`src/rtl/vdiv_arbiter.sv`:
```
// Round-robin arbiter/sequencer sharing one FP divider between NUM_REQ requesters.
// One op in flight: IDLE grants, ISSUE pulses div_en, WAIT watches done/watchdog, RESP holds the result.

module vdiv_arb_lane (
  input  logic gnt,
  input  logic own,
  input  logic accept_en,
  input  logic resp_en,
  input  logic rdy,
  output logic req_ready,
  output logic resp_valid,
  output logic resp_hs
);
  assign req_ready  = accept_en & gnt;
  assign resp_valid = resp_en & own;
  assign resp_hs    = resp_valid & rdy;
endmodule

module vdiv_arbiter #(
  parameter int EXP_WIDTH  = 5,
  parameter int MANT_WIDTH = 10,
  parameter int NUM_REQ    = 4,
  parameter int TIMEOUT    = 64,
  localparam int DW = EXP_WIDTH + MANT_WIDTH + 1,
  localparam int PW = $clog2(NUM_REQ),
  localparam int CW = $clog2(TIMEOUT)
) (
  input  logic                         CLK,
  input  logic                         RST,
  input  logic [NUM_REQ-1:0]           req_valid,
  output logic [NUM_REQ-1:0]           req_ready,
  input  logic [NUM_REQ-1:0][DW-1:0]   req_a,
  input  logic [NUM_REQ-1:0][DW-1:0]   req_b,
  output logic [NUM_REQ-1:0]           resp_valid,
  input  logic [NUM_REQ-1:0]           resp_ready,
  output logic [DW-1:0]                resp_result,
  output logic                         resp_err,
  output logic                         div_en,
  output logic [DW-1:0]                div_a,
  output logic [DW-1:0]                div_b,
  input  logic                         div_done,
  input  logic [DW-1:0]                div_result,
  output logic                         busy,
  output logic                         spurious_done
);

  typedef enum logic [1:0] {IDLE, ISSUE, WAIT, RESP} state_t;

  typedef struct packed {
    logic [DW-1:0] a;
    logic [DW-1:0] b;
  } op_t;

  typedef struct packed {
    logic [DW-1:0] result;
    logic          err;
  } rsp_t;

  state_t             state, state_nx;
  op_t                op;
  rsp_t               rsp;
  logic [PW-1:0]      rr_ptr, owner, gnt_idx, rr_nx;
  logic               gnt_any;
  logic [CW-1:0]      wcnt;
  logic               limit;
  logic [NUM_REQ-1:0] gnt_oh, own_oh, hs;
  logic               accept_en, in_resp, resp_hs, spur_q;

  // First pending requester at or above rr_ptr, wrapping around.
  always_comb begin
    int            k;
    logic [PW-1:0] idx;
    gnt_any = 1'b0;
    gnt_idx = '0;
    k       = 0;
    idx     = '0;
    for (int i = 0; i < NUM_REQ; i++) begin
      k = int'(rr_ptr) + i;
      if (k >= NUM_REQ) k = k - NUM_REQ;
      idx = PW'(k);
      if (!gnt_any && req_valid[idx]) begin
        gnt_any = 1'b1;
        gnt_idx = idx;
      end
    end
  end

  always_comb begin
    gnt_oh = '0;
    own_oh = '0;
    if (gnt_any) gnt_oh[gnt_idx] = 1'b1;
    own_oh[owner] = 1'b1;
  end

  assign rr_nx     = (gnt_idx == PW'(NUM_REQ - 1)) ? '0 : gnt_idx + PW'(1);
  assign limit     = (wcnt == CW'(TIMEOUT - 2));
  assign accept_en = (state == IDLE) & gnt_any & ~RST;
  assign in_resp   = (state == RESP) & ~RST;

  vdiv_arb_lane u_lane [NUM_REQ-1:0] (
    .gnt        (gnt_oh),
    .own        (own_oh),
    .accept_en  (accept_en),
    .resp_en    (in_resp),
    .rdy        (resp_ready),
    .req_ready  (req_ready),
    .resp_valid (resp_valid),
    .resp_hs    (hs)
  );

  assign resp_hs = |hs;

  always_ff @(posedge CLK) begin
    if (RST) state <= IDLE;
    else     state <= state_nx;
  end

  always_comb begin
    state_nx = state;
    case (state)
      IDLE:    if (gnt_any) state_nx = ISSUE;
      ISSUE:   state_nx = WAIT;
      WAIT:    if (div_done || limit) state_nx = RESP;
      RESP:    if (resp_hs) state_nx = IDLE;
      default: state_nx = IDLE;
    endcase
  end

  always_ff @(posedge CLK) begin
    if (RST) begin
      op     <= '0;
      owner  <= '0;
      rr_ptr <= '0;
      wcnt   <= '0;
      rsp    <= '0;
      spur_q <= 1'b0;
    end else begin
      if (accept_en) begin
        op.a   <= req_a[gnt_idx];
        op.b   <= req_b[gnt_idx];
        owner  <= gnt_idx;
        rr_ptr <= rr_nx;
      end
      if (state == ISSUE) wcnt <= '0;
      else if (state == WAIT && !div_done && !limit) wcnt <= wcnt + CW'(1);
      // done on the limit cycle is still a normal completion
      if (state == WAIT) begin
        if (div_done) begin
          rsp.result <= div_result;
          rsp.err    <= 1'b0;
        end else if (limit) begin
          rsp.result <= '0;
          rsp.err    <= 1'b1;
        end
      end
      if (div_done && state != WAIT) spur_q <= 1'b1;
    end
  end

  assign div_en        = (state == ISSUE) & ~RST;
  assign div_a         = op.a;
  assign div_b         = op.b;
  assign resp_result   = rsp.result;
  assign resp_err      = rsp.err;
  assign busy          = (state != IDLE);
  assign spurious_done = spur_q;

endmodule

```
`config.mk`:
```
export PLATFORM = sky130hd
export DESIGN_NAME = vdiv_arbiter
export DESIGN_NICKNAME = d
export VERILOG_FILES = /design/src/rtl/vdiv_arbiter.sv
export SDC_FILE = /design/constraint.sdc
export NUM_CORES = 1
export LEC_CHECK = 0
export CAP_MARGIN = 40
export CORE_AREA = 2 2 83 85
export DETAILED_ROUTE_END_ITERATION = 16
export DIE_AREA = 0 0 85 87
export DONT_BUFFER_PORTS = 1
export SETUP_SLACK_MARGIN = 0.1
export SYNTH_ARGS = -nofsm -noshare
export SYNTH_HDL_FRONTEND = slang
export SYNTH_SLANG_ARGS = --single-unit
```
`constraint.sdc`:
```
create_clock -name CLK -period 3.82 [get_ports CLK]
set_input_delay 0.764 -clock CLK [delete_from_list [all_inputs] [get_ports CLK]]
set_output_delay 0.764 -clock CLK [all_outputs]
set_load 0.005 [all_outputs]
```
Word level (Yosys, flattened, before mapping)
Index checks and enable logic that the tools add are counted.
Cells by class
  add/subtract/negate cells: 9
  magnitude comparators: 12
  equality and inequality tests: 9
  muxes and demuxes: 36
  bitwise operators: 17
  reductions and logical operators: 21
Operator list (count)
  binary-select mux 16 bit (select 2 bit): 2
  2-to-1 mux 17 bit: 2
  2-to-1 mux 16 bit: 2
  2-to-1 mux 2 bit: 12
  < comparator 2 x 3 -> 1 bit, second input constant: 6
  AND 1 bit: 16
  2-to-1 mux 1 bit: 10
  >= comparator 3 bit, second input constant: 3
  binary-select mux 1 bit (select 2 bit): 4
  logical AND 1 bit: 8
  inequality test 2 bit, second input constant: 4
  case mux 2 bit (4 select lines): 1
  subtractor 2 x 1 -> 2 bit, second input constant: 4
  adder 2 x 2 -> 3 bit, second input constant: 2
  adder 6 x 1 -> 6 bit, second input constant: 1
  equality test 2 bit, second input constant: 3
  equality test 6 bit, second input constant: 1
  zero test 1 bit: 5
  demux 1 bit (select 2 bit): 2
  >= comparator 2 x 1 -> 1 bit, second input constant: 2
  2-to-1 mux 4 bit: 1
  nonzero test 2 bit: 2
  OR reduction 4 bit: 1
  adder 2 x 1 -> 3 bit, second input constant: 1
  other kinds (9): 9
Storage, ports and cells
  bits in registers: 62
  bits of input ports: 155

Logic depth before layout (Yosys ltp)
Gate-level depths: netlist (run 1).
  depth in word-level cells: 20
  mapped depth: 9
  gate-level depth less buffers: 7

By module
A second synthesis (run 1) with hierarchy kept.
Second synthesis, totals
  cell total of the unflattened synthesis: 420
  area, all modules: 3589.7 µm²
Modules (own cells, without submodules)
  vdiv_arbiter: instances 1, cells each 408, area each 3514.6 µm², sequential area each 1241.2 µm²
  vdiv_arb_lane: instances 4, cells each 3, area each 18.8 µm², sequential area each 0.0 µm²

Least setup slack after synthesis (run 1)
No wires, ideal clock.
  kind: input to output
  start: in RST
  end: out req_ready[0]
  arrival time: 1.930 ns
  data required time: 3.056 ns
  setup slack: 1.126 ns
  cell stages on the path: 7
  path buffers: 4
  path through: clkbuf_1 > nor3_1 > nand2b_1 > buf_4 > buf_4 > nor2_1 > buf_4
Between the ends
  longest elaborated chain between the ends: 3
RTL lines
  start: declaration: line 29  | input logic RST,
  inverter 1 bit: line 97  | assign accept_en = (state == IDLE) & gnt_any & ~RST;
  AND 1 bit: line 97
  AND 1 bit: line 14  | assign req_ready = accept_en & gnt;
  end: declaration: line 31  | output logic [NUM_REQ-1:0] req_ready,
No other way between the ends.

Worst setup path in the final report (run 1)
  start: reg rr_ptr[1]
  end: out req_ready[0]
Between the ends
  longest elaborated chain between the ends: 20
RTL lines
  start: declaration: line 62  | logic [PW-1:0] rr_ptr, owner, gnt_idx, rr_nx;
  start signal: assignment: line 142  | rr_ptr <= rr_nx;
  branches (longest 19 deep; another with adder 2 x 1 -> 3 bit)
  AND 1 bit (*): line 14
Mark *: on every way between the ends. The select of a mux whose other input is x is not followed.

==> run_results.csv, run 1 <==
group,metric,value,unit
yosys,yosys_warnings,0,
power,p_leak,0.00132,µW
routing,antenna_left,0,
cells_and_area,diodes,0,
critical_path,crit_path_end_kind,"primary output",
timing,fin_crit_sh,78.3,%
placed_design,portBuffers,0,
timing,slew_headroom,46.7,%
global_routing,antenna_found_initial,0,
critical_path,cp.required,3.06,ns
cells_and_area,layout-drive-gt1-share,9.48,%
status,status,"finished, final reports clean",
timing,rsz0062_at_grt,"false",
cts,clock_latency,0.34,ns
cts,cts_made_buffers,9,
cells_and_area,area_growth,6.73,%
critical_path,critical_path_class,"reg -> out",
timing,setup_ws,0.827,ns
timing,finalClockSkew,0.00591,ns
timing,post-route-min-period,2.99,ns
timing,hold_viol,0,
yosys,synth-edff-count,0,
yosys,synth_top_area_share,38.4,%
min_path,hp-class,"reg -> reg",
cts,clock_path_buffers,2,
yosys,netlist_area,3230,µm²
yosys,yosys.cell_types.count,42,
timing,fin_setup_tns,0,ns
cts,cts_tree,"built",
floorplanning,start_util,49.2,%
cells_and_area,seqCellArea,1240,µm²
critical_path,critPathTopFamily,"simple AND/OR/NAND/NOR gates",
power,irDropWorstVdd,0.409,mV
yosys,avgSynthCellArea,9.63,µm²
placed_design,routabilityCongestion,0.757,
floorplanning,io_pins,215,
global_routing,grt_overflow_total,0,
critical_path,crit_slowest_cell,"nand2b_1",
yosys,ys_top_cells_by_area,"dfxtp_1 38%, mux2i_1 20%, o221ai_1 8.7%, nand2_1 4.4%, a22oi_1 3.7%",
timing,setup_viol,0,
yosys,yosys.area.top_type,"dfxtp_1",
global_routing,grt.total_usage,20.1,%
yosys,syn_nets,499,
placed_design,place_ws,0.779,ns
global_routing,grt_max_degree,53,
critical_path,cpPeakStageDelay,0.62,ns
routing,detail_route.vias_per_cell,6.00,
global_routing,grt_pass1_vias,2229,
yosys,ys_seq_area_share,38.4,%
floorplanning,core-area,6570,µm²
floorplanning,die_area,7400,µm²
cts,root_buffer,"clkbuf_8",
cts,cts.sinks,62,
cells_and_area,multi_input_area,1750,µm²
yosys,ys_ff_latch,62,
critical_path,path_buf_inv,0,
flow_run,drv_cap,0,
routing,drtPass1Iterations,4,
critical_path,crit_top_cell,"nor2_1",
global_routing,grt_pass1_wl,11500,µm
timing,slew_viol_final,0,
cts,cts-resized-gates,0,
routing,first_iter_violations,73,
routing,avgRoutedWirePerCell,19.4,µm
cells_and_area,nets,485,
placed_design,place_area,3180,µm²
timing,fmax,334,MHz
floorplanning,die_w,85,µm
routing,wirelength,7910,µm
cts,post_cts_buffers,0,
critical_path,cp_max_fo,18,
cts,htreeDepth,3,
routing,drc,0,
placed_design,hpwl,5830,µm
cts,cts.clk_slew.worst_paths,0.07,ns
yosys,synth-main-ff-cell,"dfxtp_1",
yosys,async_reset_ff_share,0,%
floorplanning,num_rows,30,
timing,tightest_slew,0.799,ns
power,power_density,761,nW/µm²
cells_and_area,fillers,594,
critical_path,path_cells,"mux2i_1, nor2_1, a311oi_2, nand2b_1, nor2_1",
floorplanning,fp.dieH,87,µm
critical_path,worstSetupStartpointType,"flip-flop",
critical_path,arrival,2.23,ns
yosys,synth_cells,336,
routing,vias,2440,
cells_and_area,stdcell_area,3450,µm²
cts,hold_buffers,0,
## sequential cells by signal, summed over array words and instances, names as in the netlist
signal,flops
resp_result,16
div_a,16
owner,2
resp_err,1
spurious_done,1
wcnt,6
rr_ptr,2
div_b,16
state,2
## placed cells by master, fill, tap and decap left out, types with 2 or more instances in the layout
cell       instances
inv_1             11
nor2_1            30
a22o_1             2
buf_4              7
a211oi_1           3
mux2i_1           66
nand4_1            2
nand2_1           38
dfxtp_1           62
ha_1               8
nand2b_1           2
a21oi_1            4
clkbuf_8           9
bufinv_16          4
a22oi_1           16
o221ai_1          32
xor2_1             3
nor4bb_1           2
## power breakdown
group          switching (µW)  leakage (µW)  internal, µW
logic                     444      0.000683           372
registers                 183      0.000508           849
clock network             273      0.000130           503
total                     901       0.00132          1720
## layout make-up
type	count	share of cell area, %
clock buffers	9	3.59
clock inverters	7	4.20
inverters	11	1.20
multi-input cells	231	50.6
flip-flops and latches	62	36.0
well taps	80	2.90
repair buffers	7	1.52
## final timing paths
path              startpoint      endpoint  slack [ns]  depth (start not counted)
setup / recovery   rr_ptr[1]  req_ready[0]        0.83                          5
hold / removal     rr_ptr[0]     rr_ptr[0]        0.48                          2
setup reg to reg   rr_ptr[1]     div_a[14]        1.44                          6
hold reg to reg    rr_ptr[0]     rr_ptr[0]        0.48                          2
## cell families after synthesis
group | after synthesis | share of synthesized area (%)
and+or+nand+nor | 85 | 11.5
AOI/OAI and AO/OA | 67 | 17.3
muxes | 67 | 21.1
DFF | 62 | 38.4
buffers and inverters | 43 | 7.58
adders and majority gates | 8 | 3.09
xor gates and xnor gates | 4 | 1.08
## routing by layer
layer | global-route usage (%) | wire length [µm]
met5 | 0 | 0
met4 | 8.80 | 76
met3 | 5.21 | 610
met2 | 34.4 | 4060
met1 | 23.9 | 3160
## Yosys cell counts (all sizes together), types with 2 or more instances
cell,count
mux2i,66
dfxtp,62
nand2,39
o221ai,32
nor2,31
buf,26
a22oi,16
inv,11
ha,8
clkbuf,6
a21oi,5
a211oi,3
o21ai,3
xor2,3
a22o,2
nand2b,2
nand4,2
nor4bb,2
## worst register-to-register path: stages (launching register included)
cell and delay (ns):
dfxtp_1 0.48, mux2i_1 0.23, nor2_1 0.07, a311oi_2 0.34
nand2b_1 0.62, buf_4 0.36, o221ai_1 0.15
## metrics by stage
step / instances / hold slack, ns / util [%] / total power, µW
2_1_floorplan: 336 / 0.436 / - / 1740
3_3_place_gp: 389 / 0.471 / 48.2 / 1850
3_5_place_dp: 391 / 0.467 / 48.5 / 1880
4_1_cts: 407 / 0.471 / 52.6 / 2660
5_1_grt: 407 / 0.470 / 52.6 / 2790
6_report: 407 / 0.475 / 52.6 / 2630
Note: power is estimated with default switching activity, not from simulation.
==> run 2: changes to the inputs <==
- ABC_AREA: not set -> 1
- CORE_AREA: 2 2 83 85 -> not set
- CORE_MARGIN: not set -> 2
- CORE_UTILIZATION: not set -> 64
- DIE_AREA: 0 0 85 87 -> not set
- PLACE_DENSITY: not set -> 0.8
- clock period: 3.82 -> 3.1 ns (I/O delays scaled with it)
==> run_results.csv, run 2 <==
group,metric,value,unit
routing,first_iter_violations,162,
cts,root_buffer,"clkbuf_8",
cells_and_area,diodes,0,
routing,antenna_left,0,
cells_and_area,most-common-layout-cells,"278 x nand2_1, 156 x inv_1, 138 x nand3_1",
min_path,min_to,"resp_result[11]",
cts,cts_made_buffers,9,
yosys,post-synth-top-count-cell,"nand2_1",
yosys,yosys.area.top_type,"dfxtp_1",
yosys,ys_top_cells_by_area,"dfxtp_1 28%, nand2_1 24%, nand3_1 16%, inv_1 13%, buf_4 3.6%",
yosys,synthAdderAreaFrac,2.30,%
power,p_sw_share,49.8,%
yosys,synth_top_area_share,28.5,%
global_routing,grt_pass1_vias,4023,
yosys,synth.top_cells.by_count,"280 x nand2_1, 156 x inv_1, 138 x nand3_1, 62 x dfxtp_1, 23 x a21oi_1",
cells_and_area,area_growth,2.36,%
power,p_comb_share,55.6,%
cts,clock_path_buffers,2,
critical_path,r2r_start,"rr_ptr[0]",
timing,post-route-min-period,2.83,ns
critical_path,r2r_setup_slack,0.80,ns
yosys,ys_ff_latch,62,
floorplanning,start_util,65.2,%
routing,drtPass1Iterations,5,
floorplanning,core-area,6680,µm²
routing,vias,4488,
routing,drc,0,
routing,wirelength,11100,µm
yosys,synth_cells,766,
critical_path,rr_worst_depth,13,
yosys,synth.area.mux_share,0,%
timing,fin_crit_sh,91.1,%
yosys,synth_top_family_by_area,"simple AND/OR/NAND/NOR gates",
cts,cts.sinks,62,
global_routing,antenna_found_initial,0,
critical_path,cp.required,2.48,ns
yosys,ys_seq_area_share,28.5,%
timing,slew_headroom,56.7,%
power,p_sw,2230,µW
status,status,"finished, final reports clean",
min_path,whs_path_depth,1,
global_routing,grt_overflow_total,0,
power,clockPowerShare,18.2,%
placed_design,hpwl,8300,µm
yosys,yosys.area_share.simple,44.6,%
cts,htreeDepth,3,
yosys,yosys_warnings,0,
global_routing,grt_pass1_wl,17200,µm
cells_and_area,final_util,66.7,%
cts,post_cts_buffers,0,
floorplanning,fp.dieH,86.5,µm
floorplanning,die_w,86.5,µm
routing,avgRoutedWirePerCell,13.5,µm
power,seqPwrFrac,26.1,%
floorplanning,num_rows,30,
cells_and_area,nets,902,
cells_and_area,seqCellArea,1240,µm²
cts,cts.clk_slew.worst_paths,0.08,ns
critical_path,cp_max_fo,17,
yosys,synth-xor-area-share,0,%
timing,fmax,354,MHz
min_path,hp-class,"in -> reg",
yosys,yosys.cell_types.count,25,
placed_design,portBuffers,0,
cells_and_area,final_common_cell,"nand2_1",
timing,fin_setup_tns,0,ns
critical_path,worstSetupStartpointType,"flip-flop",
yosys,netlist_area,4360,µm²
timing,finalClockSkew,0.0139,ns
cells_and_area,layout-drive-gt1-share,5.51,%
power,power_density,1010,nW/µm²
yosys,synth-main-ff-cell,"dfxtp_1",
timing,rsz0062_at_grt,"false",
cts,clock_latency,0.34,ns
yosys,synth-edff-count,0,
yosys,avgSynthCellArea,5.69,µm²
floorplanning,io_pins,215,
global_routing,grt_max_degree,65,
critical_path,crit_path_end_kind,"primary output",
placed_design,routabilityCongestion,0.909,
timing,setup_viol,0,
cells_and_area,multi_input_area,2220,µm²
yosys,syn_nets,929,
timing,tightest_slew,0.650,ns
flow_run,drv_cap,0,
critical_path,critical_path_class,"reg -> out",
critical_path,r2r_end,"div_b[1]",
min_path,hp-start,"RST",
timing,hold_slack,0.334,ns
cells_and_area,fillers,645,
timing,slew_viol_final,0,
timing,hold_viol,0,
yosys,synth_compound_area_share,3.91,%
global_routing,grt.total_usage,28.5,%
floorplanning,die_area,7480,µm²
yosys,async_reset_ff_share,0,%
routing,detail_route.vias_per_cell,5.45,
critical_path,arrival,2.21,ns
cts,cts_tree,"built",
power,p_leak,0.00260,µW
power,irDropWorstVdd,1.01,mV
power,p_int,2250,µW
==> run 2: worst max path at each step <==
| stage | startpoint | slack (ns) | cells past startpoint | endpoint |
|---|---|---|---|---|
| floorplan | req_valid[3] | 0.62 | 14 | req_ready[3] |
| global route | rr_ptr[0] | 0.12 | 11 | req_ready[3] |
| global placement | rr_ptr[0] | 0.59 | 11 | req_ready[3] |
| CTS | rr_ptr[0] | 0.15 | 11 | req_ready[3] |
| detailed placement | rr_ptr[0] | 0.52 | 11 | req_ready[3] |
| finish | rr_ptr[0] | 0.27 | 8 | req_ready[1] |
==> run 2: critical path: stages, from the launching register on <==
cell,delay (ns)
dfxtp_2,0.45
inv_2,0.12
nand2_1,0.10
nand3_1,0.13
nand2_2,0.14
nor2_4,0.06
nand3_1,0.10
nand3_2,0.33
nor3_1,0.44
==> run 2: stage by stage <==
step / setup slack, ns / total power (µW) / cell area [µm²] / std cells
floorplan: 0.619 / 3350 / 4360 / 766
finish: 0.274 / 4490 / 4460 / 824
detailed placement: 0.523 / 3670 / 4230 / 808
global placement: 0.589 / 3610 / 4230 / 808
global route: 0.117 / 4920 / 4460 / 824
CTS: 0.150 / 4500 / 4460 / 824
==> run 2: power groups by stage <==
stage	sequential, µW	combinational [µW]	clock (µW)
finish	1170	2500	819
global route	1190	2870	864
CTS	1170	2490	836
detailed placement	1190	2480	0
global placement	1180	2430	0
floorplan	1120	2230	0
==> run 2: kinds of logic (layout without fill, tap and decap cells) <==
kind of cell | count (synthesis) | after routing
buffers and inverters | 208 | 186
and+or+nand+nor | 456 | 456
AOI/OAI and AO/OA | 32 | 32
DFF | 62 | 62
adders and majority gates | 8 | 8
==> run 2: area by class of cell <==
class	count	share of cell area [%]
clock buffer	9	2.78
clock inverter	7	2.36
inverter	162	13.6
multi-input combinational	496	49.8
sequential	62	27.9
tap	80	2.24
timing repair buffer	8	1.35
==> run 2: repair_timing <==
item | CTS | global route
resized for setup | 0 | 1
setup endpoints to repair | 0 | 4
hold buffers | 0 | 0
endpoints found under the hold margin | 0 | 0
==> run 2: per-layer routing <==
metal	share of wire (%)	track usage [%]
met1	41	32.8
met2	48	49.7
met3	8.7	8.19
met4	2.0	11.1
met5	0	0
